**src/rtl/dsp_simd2x_int9xuint8_stim.sv**
```systemverilog
// rtl/dsp_simd2x_int9xuint8_stim.sv - stimulus generator for the 2x int9 x uint8 SIMD multiplier
// Emits a full sweep or an LFSR-random vector stream and a latency-matched scoreboard enable.
module dsp_simd2x_int9xuint8_stim #(
  parameter int unsigned DUV_LATENCY = 4,
  parameter logic [31:0] LFSR_SEED   = 32'hACE12468,
  parameter int unsigned NUM_RANDOM  = 1024
) (
  input  logic        clk,
  input  logic        areset,
  input  logic        start,
  input  logic        mode,
  input  logic        stall,
  output logic [7:0]  a,
  output logic [7:0]  b,
  output logic [8:0]  coeff,
  output logic        valid,
  output logic        scoreboard_en,
  output logic        scoreboard_reset,
  output logic        busy,
  output logic        done,
  output logic [31:0] vec_count
);

  localparam logic [31:0] LFSR_MASK   = 32'h80200003;
  localparam logic [31:0] SEED_EFF    = (LFSR_SEED == 32'd0) ? 32'd1 : LFSR_SEED;
  localparam logic [31:0] SWEEP_TOTAL = 32'd131072;
  localparam logic [31:0] RAND_TOTAL  = 32'(NUM_RANDOM);
  localparam logic [4:0]  DRAIN_LAST  = 5'(DUV_LATENCY - 1);

  typedef enum logic [2:0] {S_IDLE, S_CLEAR, S_RUN, S_DRAIN, S_DONE} state_t;

  state_t                 state, state_n;
  logic                   mode_q;
  logic [31:0]            lfsr, lfsr_n;
  logic [4:0]             drain_cnt;
  logic [DUV_LATENCY-1:0] lat_sr;
  logic [31:0]            total;
  logic                   accept, last_issue;

  assign accept        = start && (state == S_IDLE || state == S_DONE);
  assign total         = mode_q ? RAND_TOTAL : SWEEP_TOTAL;
  assign valid         = (state == S_RUN) && !stall;
  assign last_issue    = valid && (vec_count == total - 32'd1);
  assign scoreboard_en = lat_sr[DUV_LATENCY-1];

  // Galois step: shift right, fold the mask back in when a one falls out
  always_comb begin
    lfsr_n = {1'b0, lfsr[31:1]};
    if (lfsr[0]) lfsr_n = lfsr_n ^ LFSR_MASK;
  end

  always_ff @(posedge clk or posedge areset) begin
    if (areset) state <= S_IDLE;
    else        state <= state_n;
  end

  always_comb begin
    state_n          = state;
    scoreboard_reset = 1'b0;
    busy             = 1'b0;
    done             = 1'b0;
    unique case (state)
      S_IDLE:  if (accept) state_n = S_CLEAR;
      S_CLEAR: begin
        scoreboard_reset = 1'b1;
        busy             = 1'b1;
        state_n          = S_RUN;
      end
      S_RUN: begin
        busy = 1'b1;
        if (last_issue) state_n = S_DRAIN;
      end
      S_DRAIN: begin
        busy = 1'b1;
        if (drain_cnt == DRAIN_LAST) state_n = S_DONE;
      end
      S_DONE: begin
        done = 1'b1;
        if (accept) state_n = S_CLEAR;
      end
      default: state_n = S_IDLE;
    endcase
  end

  always_ff @(posedge clk or posedge areset) begin
    if (areset) begin
      mode_q    <= 1'b0;
      lfsr      <= SEED_EFF;
      a         <= 8'd0;
      b         <= 8'd0;
      coeff     <= 9'd0;
      vec_count <= 32'd0;
      drain_cnt <= 5'd0;
      lat_sr    <= '0;
    end else begin
      lat_sr <= (lat_sr << 1) | DUV_LATENCY'(valid);

      if (accept) begin
        mode_q    <= mode;
        vec_count <= 32'd0;
      end

      if (state == S_CLEAR) begin
        lfsr      <= SEED_EFF;
        drain_cnt <= 5'd0;
        if (mode_q) begin
          a     <= SEED_EFF[7:0];
          b     <= SEED_EFF[15:8];
          coeff <= SEED_EFF[24:16];
        end else begin
          a     <= 8'd0;
          b     <= 8'hFF;
          coeff <= 9'h100;
        end
      end

      if (state == S_DRAIN) drain_cnt <= drain_cnt + 5'd1;

      if (valid) begin
        if (vec_count != 32'hFFFF_FFFF) vec_count <= vec_count + 32'd1;
        // the final vector stays on the outputs through DRAIN and DONE
        if (!last_issue) begin
          if (mode_q) begin
            lfsr  <= lfsr_n;
            a     <= lfsr_n[7:0];
            b     <= lfsr_n[15:8];
            coeff <= lfsr_n[24:16];
          end else begin
            if (a == 8'hFF) coeff <= coeff + 9'd1;
            a <= a + 8'd1;
            b <= b - 8'd1;
          end
        end
      end
    end
  end

endmodule

```
**config.mk**
```make
export PLATFORM = sky130hd
export DESIGN_NAME = dsp_simd2x_int9xuint8_stim
export DESIGN_NICKNAME = d
export VERILOG_FILES = /design/src/rtl/dsp_simd2x_int9xuint8_stim.sv
export SDC_FILE = /design/constraint.sdc
export NUM_CORES = 1
export LEC_CHECK = 0
export ABC_AREA = 1
export BUFFER_PORTS_ARGS = -buffer_cell sky130_fd_sc_hd__buf_2
export CAP_MARGIN = 15
export CORE_ASPECT_RATIO = 1.1
export CORE_MARGIN = 3
export CORE_UTILIZATION = 60
export DETAILED_ROUTE_END_ITERATION = 10
export PLACE_DENSITY = 0.81
export SYNTH_ARGS = -nofsm -noshare
export SYNTH_HDL_FRONTEND = slang
export SYNTH_SLANG_ARGS = --single-unit
```
**constraint.sdc**
```tcl
create_clock -name clk -period 4.56 [get_ports clk]
set_clock_uncertainty 0.05 [all_clocks]
set_input_delay 0.912 -clock clk [delete_from_list [all_inputs] [get_ports clk]]
set_output_delay 0.912 -clock clk [all_outputs]
set_load 0.005 [all_outputs]
```
* Word level (Yosys, flattened, before mapping) *
Index checks and enable logic that the tools add are counted.

storage, ports and cells
  register bits after elaboration = 102
  input bits = 5
  output and inout port bits = 62
  logic and storage cells = 72

operators by class
  $add $sub $neg = 6
  equal/unequal tests = 11
  multiplexer cells = 34
  bitwise logic cells = 2
  reductions and logical operators = 10

operators by type and width
  cell                   number
  $mux 32                8
  $mux 8                 9
  $mux 9                 6
  $add 32x1->32 const B  1
  $eq 32x32->1           1
  $ne 32x32->1 const B   1
  $sub 18x1->19 const B  1
  $mux 18                1
  $pmux 3 s4             1
  $mux 5                 2
  $add 9x1->9 const B    1
  $mux 3                 3
  $add 8x1->8 const B    1
  $eq 8x8->1 const B     1
  $sub 8x1->8 const B    1
  $mux 7                 1
  $eq 3x2->1 const B     2
  $add 5x1->5 const B    1
  $eq 5x2->1 const B     1
  $ne 2x2->1 const B     2
  $not 3->4              1
  $or 4x1->4             1
  $eq 3x1->1 const B     1
  $eq 3x3->1 const B     1
  other kinds (10)       14

* Logic depth before layout (Yosys ltp) *
  depth after elaboration = 6
  mapped depth = 13
  mapped depth without buffers = 12

* Least setup slack after synthesis *
OpenSTA, ideal clock, no wires.

  kind = input port to output port
  from = input port stall
  to = output port valid
  data arrival time = 1591 ps
  required time = 3598 ps
  path slack = 2007 ps
  stages = 3
  buffers on the path = 2
  path through = nor2_2 buf_2 buf_2

between the ends
  longest elaborated chain between the ends = 2

ends and longest elaborated chain
  item               line  RTL
  start, declared    12    input logic stall,
  $logic_not 1->1    42    assign valid = (state == S_RUN) && !stall;
  $logic_and 1x1->1  42
  end, declared      16    output logic valid,

Every way passes these cells.

* Worst setup path in the final report *
  from = register mode_q
  to = register lfsr[8]

between the ends
  longest elaborated chain between the ends = 6
  elaborated cells between the ends (all ways) = 7
  those cells by class = add/sub (1); eq/ne (1); mux (4); reduce/logical (1)

ends and longest elaborated chain
  item                    line  RTL
  start, declared         33    logic mode_q;
  start signal, assigned  99    mode_q <= mode;
  $mux 18                 41    assign total = mode_q ? RAND_TOTAL : SWEEP_TOTAL;
  $sub 18x1->19           43    assign last_issue = valid && (vec_count == total - 32'd1);
  $eq 32x32->1            43
  $logic_and 1x1->1       43
  $mux 32 *               122   if (!last_issue) begin
  $mux 32 *               119   if (valid) begin
  end signal, assigned    124   lfsr <= lfsr_n;
  end, declared           34    logic [31:0] lfsr, lfsr_n;

Every way passes the cells marked *; elsewhere a longest branch is shown, timed or not.
A chain may end at the register's enable or synchronous reset.

==> report_table.html <==
<table>
<tr><th>Metric</th><th>Value</th></tr>
<tr><th colspan="2">STA</th></tr>
<tr><td>Final worst-path cycle share</td><td>67.2%</td></tr>
<tr><td>Relative slew margins</td><td>47.5%</td></tr>
<tr><td>TNS Setup</td><td>0 ns</td></tr>
<tr><td>Worst Max-Slew Pin Slew</td><td>0.787 ns</td></tr>
<tr><td>Post-layout worst setup margin</td><td>1.50 ns</td></tr>
<tr><td>Final count of negative-setup-slack endpoints</td><td>0</td></tr>
<tr><td>Hold Worst Slack</td><td>between 0.3 and 0.4 ns</td></tr>
<tr><td>Fmax</td><td>327 MHz</td></tr>
<tr><td>Shortest period the worst path allows</td><td>3.06 ns</td></tr>
<tr><td>Unrepaired setup endpoints after global routing</td><td>false</td></tr>
<tr><td>Fin. Hold Viols</td><td>0</td></tr>
<tr><td>Count of pins over their slew limit</td><td>0</td></tr>
<tr><th colspan="2">Layout</th></tr>
<tr><td>ANT cells</td><td>0</td></tr>
<tr><td>Total Nets Final</td><td>996</td></tr>
<tr><td>Layout cells sized above 1</td><td>12.4%</td></tr>
<tr><td>Number of inserted filler cells in the final layout</td><td>920</td></tr>
<tr><td>Area growth from synthesis to layout</td><td>8.82%</td></tr>
<tr><td>Area taken by flip-flops and latches</td><td>2570 um^2</td></tr>
<tr><td>Area of the multi-input gates</td><td>approximately 3200 um^2</td></tr>
<tr><td>Non-filler instance count after layout</td><td>about 1100</td></tr>
<tr><td>Most common cell after layout, fill and taps aside</td><td>sky130_fd_sc_hd__nand2_1</td></tr>
<tr><td>Commonest non-fill, non-tap cells in the layout</td><td>323 x sky130_fd_sc_hd__nand2_1, 118 x sky130_fd_sc_hd__inv_1, 96 x sky130_fd_sc_hd__nand3_1</td></tr>
<tr><th colspan="2">Drt</th></tr>
<tr><td>Average routed wire per standard cell</td><td>14.4 um</td></tr>
<tr><td>Highest routed layer</td><td>met4</td></tr>
<tr><td>Number of DRC markers after the initial detailed-route iteration</td><td>between 300 and 400</td></tr>
<tr><td>Routed WL</td><td>about 16 mm</td></tr>
<tr><td>Number of remaining DRC errors</td><td>0</td></tr>
<tr><td>TritonRoute pass-1 iters</td><td>5</td></tr>
<tr><td>Routed length on met2</td><td>8.10 mm</td></tr>
<tr><td>Routed vias</td><td>6127</td></tr>
<tr><td>Average vias per placed instance</td><td>5.42</td></tr>
<tr><td>Routed metal-1 wirelength</td><td>6.90 mm</td></tr>
<tr><td>Met3 WL</td><td>860 um</td></tr>
<tr><td>Detail Route Antenna Nets</td><td>0</td></tr>
<tr><th colspan="2">Synth</th></tr>
<tr><td>Area share of the leading cell type in the synthesized netlist</td><td>approximately a third</td></tr>
<tr><td>Fraction of the yosys area taken by sequential cells</td><td>around two fifths</td></tr>
<tr><td>Area contributors post-synth</td><td>sky130_fd_sc_hd__dfrtp_1 35%, sky130_fd_sc_hd__nand2_1 19%, sky130_fd_sc_hd__nand3_1 7.5%</td></tr>
<tr><td>Post-synth top flop</td><td>sky130_fd_sc_hd__dfrtp_1</td></tr>
<tr><td>Synth Warn #</td><td>0</td></tr>
<tr><td>Synthesis-stage register bit count</td><td>102</td></tr>
<tr><td>Mean instance size in the synthesized netlist</td><td>6.82 um^2</td></tr>
<tr><td>Share of flip-flops with an asynchronous set or reset</td><td>100%</td></tr>
<tr><td>Number of nets produced by synthesis</td><td>950</td></tr>
<tr><td>Cell area after synthesis</td><td>6410 um^2</td></tr>
<tr><td>Number of flops mapped to enable cells by yosys</td><td>0</td></tr>
<tr><td>Cell variety after synth</td><td>35</td></tr>
<tr><td>Number of instances in the synthesized netlist</td><td>940</td></tr>
<tr><td>Library cell occupying the most area in the post-synthesis netlist</td><td>sky130_fd_sc_hd__dfrtp_1</td></tr>
<tr><th colspan="2">Pwr</th></tr>
<tr><td>Leakage dissipation</td><td>3.91 nW</td></tr>
<tr><td>Peak supply drop</td><td>216 uV</td></tr>
<tr><td>PwrDens</td><td>496 nW/um^2</td></tr>
<tr><th colspan="2">Min path</th></tr>
<tr><td>Start point of the worst min-delay path</td><td>lat_sr[2]</td></tr>
<tr><td>Hold worst-path end</td><td>lat_sr[3]</td></tr>
<tr><td>Classification of the worst-slack hold path</td><td>flop to flop</td></tr>
<tr><td>Depth of the worst hold-timing path</td><td>0</td></tr>
<tr><th colspan="2">Die</th></tr>
<tr><td>I/O pins</td><td>67</td></tr>
<tr><td>Std-Cell Core Area</td><td>10100 um^2</td></tr>
<tr><td>Chip Height</td><td>114 um</td></tr>
<tr><td>Die footprint</td><td>12000 um^2</td></tr>
<tr><td>Die X</td><td>105 um</td></tr>
<tr><td>Row Count</td><td>38</td></tr>
<tr><td>Initial cell density of the core</td><td>63.3%</td></tr>
<tr><th colspan="2">Critical path</th></tr>
<tr><td>Sort of element at the start of the critical path</td><td>flop</td></tr>
<tr><td>Destination of the worst register-to-register timing path</td><td>lfsr[8]</td></tr>
<tr><td>Crit path max fanout</td><td>41</td></tr>
<tr><td>Crit path from</td><td>mode_q</td></tr>
<tr><td>Crit path arrival time</td><td>3.32 ns</td></tr>
<tr><td>Nature of the critical path endpoint</td><td>flop</td></tr>
<tr><td>Crit Path Class</td><td>flop to flop</td></tr>
<tr><td>Cells on worst reg2reg path</td><td>11</td></tr>
<tr><td>Critical register-to-register path startpoint</td><td>mode_q</td></tr>
<tr><td>CP Data Required Time</td><td>4.81 ns</td></tr>
<tr><td>Reg-to-reg setup timing slack</td><td>1.50 ns</td></tr>
<tr><th colspan="2">Clock network</th></tr>
<tr><td>Root cell of the clock tree</td><td>sky130_fd_sc_hd__clkbuf_8</td></tr>
<tr><td>CTS H-Tree Depth</td><td>3</td></tr>
<tr><td>Number of clock sinks</td><td>102</td></tr>
<tr><td># hold bufs at CTS</td><td>0</td></tr>
<tr><td>Number of CTS-inserted buffers</td><td>9</td></tr>
<tr><td>Postcts setup bufs</td><td>0</td></tr>
<tr><td>Maximum clock insertion buffer count</td><td>2</td></tr>
<tr><td>TritonCTS clock tree</td><td>yes</td></tr>
<tr><td>Clk Latency, worst-skew pair</td><td>0.37 ns</td></tr>
<tr><td>Clock transition at the registers of the reported paths</td><td>0.09 ns</td></tr>
<tr><td>Gates resized, CTS repair</td><td>0</td></tr>
<tr><th colspan="2">Run</th></tr>
<tr><td>Number of maximum-capacitance violations</td><td>0</td></tr>
<tr><th colspan="2">Placement</th></tr>
<tr><td>Worst slack at placement</td><td>1.56 ns</td></tr>
<tr><td>Post-placement cell count</td><td>1114</td></tr>
<tr><td>Half-perimeter wire length after detailed placement</td><td>11.0 mm</td></tr>
<tr><td>Gp weighted congestion</td><td>0.973</td></tr>
<tr><td>Port Buffers</td><td>66</td></tr>
<tr><th colspan="2">Global route</th></tr>
<tr><td>Initial antenna violation count</td><td>0</td></tr>
<tr><td>GRT Residual Overflow</td><td>0</td></tr>
<tr><td>Largest net degree at the start of global routing</td><td>86</td></tr>
<tr><td>First-pass GRT wire length</td><td>27.2 mm</td></tr>
<tr><td>Tot GR Track Use</td><td>27.8%</td></tr>
<tr><td>Number of global-route vias before repair</td><td>5606</td></tr>
<tr><th colspan="2">Outcome</th></tr>
<tr><td>Result of the run</td><td>finished, final reports clean</td></tr>
</table>
## cells in the mapped netlist, types with 4 or more instances
cell,count
sky130_fd_sc_hd__nand4_1,39
sky130_fd_sc_hd__buf_4,4
sky130_fd_sc_hd__buf_2,9
sky130_fd_sc_hd__ha_1,5
sky130_fd_sc_hd__inv_1,119
sky130_fd_sc_hd__buf_6,6
sky130_fd_sc_hd__nor2_1,91
sky130_fd_sc_hd__clkbuf_1,15
sky130_fd_sc_hd__nand3_2,4
sky130_fd_sc_hd__xor2_1,19
sky130_fd_sc_hd__dfrtp_1,89
sky130_fd_sc_hd__or2_2,4
sky130_fd_sc_hd__a21oi_1,5
sky130_fd_sc_hd__nand3_1,96
sky130_fd_sc_hd__nand2_1,323
sky130_fd_sc_hd__xnor2_1,13
sky130_fd_sc_hd__dfstp_2,13
sky130_fd_sc_hd__o21ai_1,10
sky130_fd_sc_hd__nor2_2,5
sky130_fd_sc_hd__o21ai_0,41
sky130_fd_sc_hd__buf_1,4
sky130_fd_sc_hd__nor3_1,4
sky130_fd_sc_hd__nand3b_1,5
## registers in the layout (all words and copies together), names as in the netlist
name       flops
a              8
b              8
coeff          9
drain_cnt      5
lat_sr         4
lfsr          32
mode_q         1
state          3
vec_count     32
## cell type report
cell class | count | share of cell area [%]
multi-input cells | 677 | 45.4
flip-flops and latches | 102 | 36.8
inverters | 123 | 6.67
repair buffers | 73 | 5.78
well taps | 140 | 2.51
clock buffers | 12 | 2.08
clock inverters | 4 | 0.700
## where the power goes
part / internal, W / switching (W) / total, W / leakage (nW)
clock network: 0.000269 / 0.000308 / 0.000576 / 0.100
logic: 0.000510 / 0.000940 / 0.00145 / 2.50
registers: 0.00119 / 0.000245 / 0.00143 / 1.32
total: 0.00196 / 0.00149 / 0.00346 / 3.91
## worst max-delay path by stage
stage	end	depth (start not counted)
3_3_place_gp	lfsr[1]	11
3_5_place_dp	lfsr[1]	11
2_1_floorplan	a[0]	1
5_1_grt	lfsr[8]	11
4_1_cts	lfsr[8]	11
6_report	lfsr[8]	11
## metal layers
metal | vias up | GRT usage [%]
met5 | - | 0
met4 | 0 | 10.2
met3 | 36 | 3.95
met2 | 189 | 47.8
met1 | 2851 | 36.1
li1 | 3051 | -
## worst max-delay path: stages (launching register included)
cell,delay [ns]
sky130_fd_sc_hd__dfrtp_1,0.38
sky130_fd_sc_hd__inv_1,0.49
sky130_fd_sc_hd__nand2_1,0.10
sky130_fd_sc_hd__nand2_1,0.09
sky130_fd_sc_hd__nor2_1,0.04
sky130_fd_sc_hd__nand2_1,0.08
sky130_fd_sc_hd__inv_1,0.05
sky130_fd_sc_hd__nand3_2,0.43
sky130_fd_sc_hd__nand3_2,0.77
sky130_fd_sc_hd__inv_1,0.34
sky130_fd_sc_hd__nand2_1,0.10
sky130_fd_sc_hd__nand2_1,0.08
## metrics by stage
step / total power (W) / util (%) / area, um^2
2_1_floorplan: 0.00247 / - / 6410
3_3_place_gp: 0.00285 / 66.7 / 6750
3_5_place_dp: 0.00288 / 66.7 / 6750
4_1_cts: 0.00346 / 68.6 / 6950
5_1_grt: 0.00377 / 68.9 / 6970
6_report: 0.00346 / 68.9 / 6970
## cells by family after synthesis
kind of cell	share of synthesized area (%)
AOI/OAI and AO/OA	5.13
xor gates and xnor gates	4.37
adders and majority gates	0.976
buffers and inverters	10.6
DFF	40.1
and+or+nand+nor	38.9
Power figures use the tool's default switching activity.
